===== src/rtl/demux_scan_ctrl.sv =====
//==============================================================================
// Module      : demux_scan_ctrl
// Description : Control stage feeding a 2**SEL_W-way demultiplexer.
//               Single-shot mode drives one data bit onto one addressed
//               channel for a programmed number of cycles, accepted through
//               a valid/ready handshake. Auto-scan mode sweeps all channels
//               in order, holding each one for a programmable dwell time.
//               sel, dout, done and scan_wrap come straight from flops, so
//               the demux never sees glitches.
// Revision    : 1.0 - initial release
//------------------------------------------------------------------------------
// Ports:
//   clk        in   system clock, rising edge active
//   rst        in   asynchronous active-high reset
//   req_valid  in   single-shot request valid
//   req_ready  out  request can be accepted (combinational)
//   req_sel    in   [SEL_W]   target channel of the request
//   req_data   in   data bit to drive on the target channel
//   req_hold   in   [DWELL_W] drive length in cycles (0 behaves as 1)
//   scan_en    in   enable auto-scan
//   scan_dwell in   [DWELL_W] cycles per channel when scanning (0 behaves as 1)
//   sel        out  [SEL_W]   registered channel select
//   dout       out  registered data to the demux input
//   busy       out  controller is not idle
//   done       out  one-cycle pulse when a single-shot completes
//   scan_wrap  out  one-cycle pulse on the first cycle of channel 0 after
//                   the last channel while scanning
//==============================================================================
`default_nettype none

module demux_scan_ctrl #(
    parameter int SEL_W   = 4,
    parameter int DWELL_W = 8
) (
    input  logic               clk,
    input  logic               rst,
    input  logic               req_valid,
    output logic               req_ready,
    input  logic [SEL_W-1:0]   req_sel,
    input  logic               req_data,
    input  logic [DWELL_W-1:0] req_hold,
    input  logic               scan_en,
    input  logic [DWELL_W-1:0] scan_dwell,
    output logic [SEL_W-1:0]   sel,
    output logic               dout,
    output logic               busy,
    output logic               done,
    output logic               scan_wrap
);

    typedef enum logic [1:0] {
        ST_IDLE = 2'd0,
        ST_HOLD = 2'd1,
        ST_SCAN = 2'd2
    } state_t;

    localparam logic [SEL_W-1:0]   c_sel_one  = {{(SEL_W-1){1'b0}}, 1'b1};
    localparam logic [SEL_W-1:0]   c_sel_last = {SEL_W{1'b1}};
    localparam logic [DWELL_W-1:0] c_cnt_one  = {{(DWELL_W-1){1'b0}}, 1'b1};

    state_t             state_q, state_d;
    logic [SEL_W-1:0]   sel_q,   sel_d;
    logic               dout_q,  dout_d;
    logic               done_q,  done_d;
    logic               wrap_q,  wrap_d;
    logic [DWELL_W-1:0] cnt_q,   cnt_d;

    // Counter reload values: the counter holds "cycles remaining minus one",
    // so a programmed length of 0 collapses to the same reload as 1.
    logic [DWELL_W-1:0] w_hold_init;
    logic [DWELL_W-1:0] w_dwell_init;

    assign w_hold_init  = (req_hold   == '0) ? '0 : (req_hold   - c_cnt_one);
    assign w_dwell_init = (scan_dwell == '0) ? '0 : (scan_dwell - c_cnt_one);

    // Ready is forced low during reset and whenever scan is requested, so a
    // request can never collide with a scan start.
    assign req_ready = (state_q == ST_IDLE) & ~scan_en & ~rst;
    assign busy      = (state_q != ST_IDLE);
    assign sel       = sel_q;
    assign dout      = dout_q;
    assign done      = done_q;
    assign scan_wrap = wrap_q;

    always_comb begin
        state_d = state_q;
        sel_d   = sel_q;
        dout_d  = dout_q;
        cnt_d   = cnt_q;
        done_d  = 1'b0;
        wrap_d  = 1'b0;

        case (state_q)
            ST_IDLE: begin
                dout_d = 1'b0;
                if (scan_en) begin
                    state_d = ST_SCAN;
                    sel_d   = '0;
                    dout_d  = 1'b1;
                    cnt_d   = w_dwell_init;
                end else if (req_valid && req_ready) begin
                    state_d = ST_HOLD;
                    sel_d   = req_sel;
                    dout_d  = req_data;
                    cnt_d   = w_hold_init;
                end
            end

            ST_HOLD: begin
                if (cnt_q != '0) begin
                    cnt_d = cnt_q - c_cnt_one;
                end else begin
                    state_d = ST_IDLE;
                    dout_d  = 1'b0;
                    done_d  = 1'b1;
                end
            end

            ST_SCAN: begin
                if (cnt_q != '0) begin
                    cnt_d = cnt_q - c_cnt_one;
                end else if (scan_en) begin
                    // Dwell is sampled only here, at the start of a channel.
                    sel_d  = sel_q + c_sel_one;
                    dout_d = 1'b1;
                    cnt_d  = w_dwell_init;
                    wrap_d = (sel_q == c_sel_last);
                end else begin
                    // Scan stops only once the current channel has finished.
                    state_d = ST_IDLE;
                    dout_d  = 1'b0;
                end
            end

            default: begin
                state_d = ST_IDLE;
                dout_d  = 1'b0;
            end
        endcase
    end

    always_ff @(posedge clk or posedge rst) begin
        if (rst) begin
            state_q <= ST_IDLE;
            sel_q   <= '0;
            dout_q  <= 1'b0;
            done_q  <= 1'b0;
            wrap_q  <= 1'b0;
            cnt_q   <= '0;
        end else begin
            state_q <= state_d;
            sel_q   <= sel_d;
            dout_q  <= dout_d;
            done_q  <= done_d;
            wrap_q  <= wrap_d;
            cnt_q   <= cnt_d;
        end
    end

endmodule

`default_nettype wire


===== config.mk =====
export PLATFORM = sky130hd
export DESIGN_NAME = demux_scan_ctrl
export DESIGN_NICKNAME = d
export VERILOG_FILES = /design/src/rtl/demux_scan_ctrl.sv
export SDC_FILE = /design/constraint.sdc
export NUM_CORES = 1
export LEC_CHECK = 0
export CORE_MARGIN = 2
export CORE_UTILIZATION = 30
export DETAILED_ROUTE_END_ITERATION = 10
export GPL_TIMING_DRIVEN = 0
export PLACE_DENSITY = 0.55
export SYNTH_ARGS = -nofsm -noshare
export SYNTH_HDL_FRONTEND = slang
export SYNTH_SLANG_ARGS = --single-unit

===== constraint.sdc =====
create_clock -name clk -period 4.05 [get_ports clk]
set_input_delay 0.6075 -clock clk [delete_from_list [all_inputs] [get_ports clk]]
set_output_delay 0.6075 -clock clk [all_outputs]
set_load 0.02 [all_outputs]

==> results.md <==
- Status: completed
- Number of synthesized flops with an enable pin: 0
- Syn Area/Cell: 7.98 um^2
- Number of CTS-inserted buffers: 3
- Clk buf depth: 2
- P per Cell Area: 613 nW/um^2
- Drc violations: 0
- Post-CTS Hold Buffers: 0
- Slew HR: 0.310
- # port buffers: 33
- Vias in the first global route: 1591
- Synth Area in Simple Gates: 0.252
- DR vias/cell: 5.42
- Leakage power: 0.803 nW
- XOR/XNOR share of the synthesized area: 0.0320
- Post-DP HPWL: 3540 um
- First-pass GRT wire length: 7790 um
- Most frequent cells in the layout: clkdlybuf4s50_1 (33), nor2_1 (22), inv_1 (19)
- CTS tree: built
- Setup violations, final: 0
- Most used DFF post-synth: dfrtp_1
- CP max FO: 5
- CP Class: in -> reg
- Total Power: 1.29 mW
- Commonest non-fill, non-tap cell in the layout: clkdlybuf4s50_1
- Max-cap viol count: 0
- Placed Instances: 309
- Core ar.: 5200 um^2
- Sequential fraction of the synthesis area: 0.259
- Post-synth ARST share: 1.00
- Cells after Synth: 206
- Period utilization: 0.725
- Post-place setup slack: 911 ps
- Post_cts resized: 0
- Main combinational cell family by area after synthesis: compound AO/OA/AOI/OAI gates
- Pre-antenna DRT Iters: 5
- WL per Instance: 14.4 um
- Total negative slack: 0 ps
- Largest net degree at the start of global routing: 18
- N_diodes: 0
- Gr usage total: 0.156
- Worst setup EP type: flip-flop
- # Post-CTS Setup Buffers: 0
- Fill cell count: 546
- Mux cell area share after synthesis: 0.0259
- Syn_nets: 241
- Met2 wire len: 2080 um
- Finished Layout Cells: 313
- Post-layout utilization of the core: 0.406
- Layout cells sized above 1: 0.0658
- Chip Width: 78.0 um
- Root Driver: clkbuf_8
- Clk_skew: 2.76 ps
- Worst-path clk slew: 70 ps
- Antenna viol nets, final: 0
- Period minus WS final: 2930 ps
- Compound-Gate Fraction of Synth Area: 0.297
- RSZ-0062 raised after global routing: no
- Yosys cell types: 53
- H-tree level count: 1
- Top layer used by detailed routing: met4
- Ys Warns: 0
- Die area: 6090 um^2
- Crit start category: input port
- Die Ht: 78.0 um
- Max Slew Vio Count: 0
- Gr ovfl total: 0
- Worst hold-check path type: reg -> reg
- Final WL: 4500 um
- Clock sink count: 17
- Fin. Hold Viols: 0
- Final WS setup: 1120 ps
- GPL Wtd Cong: 0.825
- Drt initial violations: 112
- # IOs: 34
- Met3 routed WL: 157 um
- Slew @ Worst Pin: 1030 ps
- Synth-to-Final Area Change: 28.4%
- Vias: 1697
- Met1 wire length: 2210 um
- Final net count: 279
- Initial core utilization: 0.316
- Clk Latency, worst-skew pair: 250 ps
- Critical Path RT: 4190 ps
- Worst ir drop on vdd: 0.250 mV
- F_max: 341 MHz
- Mapped Area: 1640 um^2
- Data arrival, critical path: 3080 ps
- Placement Rows: 26
- Synthesized flop and latch total: 17
- Initial antenna violation count: 0
- Post-Synth Adder-Cell Area: 0.0761
==> power breakdown <==
group	switching (mW)	total [mW]	leakage, nW	internal [mW]
logic	0.472	0.830	0.571	0.358
clock network	0.0625	0.132	0.0217	0.0692
registers	0.0849	0.333	0.210	0.248
total	0.619	1.29	0.803	0.675
==> critical path, cell delays in order <==
cell,delay (ps)
clkdlybuf4s50_1,410
inv_1,100
ha_1,170
nor4b_1,680
a21oi_1,180
a221oi_1,490
o31ai_1,140
a22o_1,290
==> synth_stat cells (all sizes together), types with 3 or more instances <==
library cell	count	area [um^2]
a21oi	16	80.1
a22o	3	26.3
a41oi	3	26.3
clkbuf	4	15.0
dfrtp	17	425
ha	10	125
inv	19	71.3
nand2	11	41.3
nand2b	3	18.8
nand3	8	40.0
nor2	22	82.6
nor2b	3	18.8
nor3	7	35.0
nor4	3	18.8
o21ai	9	45.0
o221ai	4	35.0
o31ai	7	52.6
or3	6	42.5
or4	4	31.3
xnor2	3	26.3
xor2	3	26.3
==> state kept, by name, indices dropped and copies added, names as in the netlist <==
register,count
done,1
cnt_q,8
state_q,2
sel,4
scan_wrap,1
dout,1
==> through the flow <==
step / hold WS [ps] / cell area [um^2]
global placement: 497 / 2060
global route: 553 / 2110
detailed placement: 500 / 2060
finish: 513 / 2110
floorplan: 516 / 1640
CTS: 517 / 2110
==> layout make-up <==
cell class,count,area (um^2),share of cell area
Tap cell,70,87.6,0.0415
Multi-Input combinational cell,164,1120,0.532
Timing Repair Buffer,33,330,0.156
Buffer,6,25.0,0.0119
Sequential cell,17,425,0.202
Clock inverter,1,7.51,0.00356
Clock buffer,3,41.3,0.0196
Inverter,19,71.3,0.0338
==> path summary, 6_finish.rpt <==
check / end / slack, ps / from / cells after the start
max in group asynchronous: state_q[0]$_DFFE_PP0P_ / 2820 / rst / 2
worst max register to register: cnt_q[2]$_DFFE_PP0P_ / 1550 / state_q[0]$_DFFE_PP0P_ / 8
worst min-delay path: dout$_DFFE_PP0P_ / 510 / dout$_DFFE_PP0P_ / 1
worst max-delay path: cnt_q[3]$_DFFE_PP0P_ / 1120 / scan_dwell[0] / 8
min in group asynchronous: dout$_DFFE_PP0P_ / 800 / rst / 2
worst min register to register: dout$_DFFE_PP0P_ / 510 / dout$_DFFE_PP0P_ / 1
==> cells by family after synthesis <==
family / count (synthesis)
buf+inv: 25
fa+ha+maj: 10
simple gates: 77
xor+xnor: 6
compound gates: 67
mux: 4
flops: 17
==> layer usage <==
metal | global-route usage | vias to the layer above
met5 | 0 | -
met4 | 0.0298 | 0
met3 | 0.0276 | 4
met2 | 0.245 | 34
met1 | 0.225 | 794
li1 | - | 865
(Power assumes the default switching activity.)
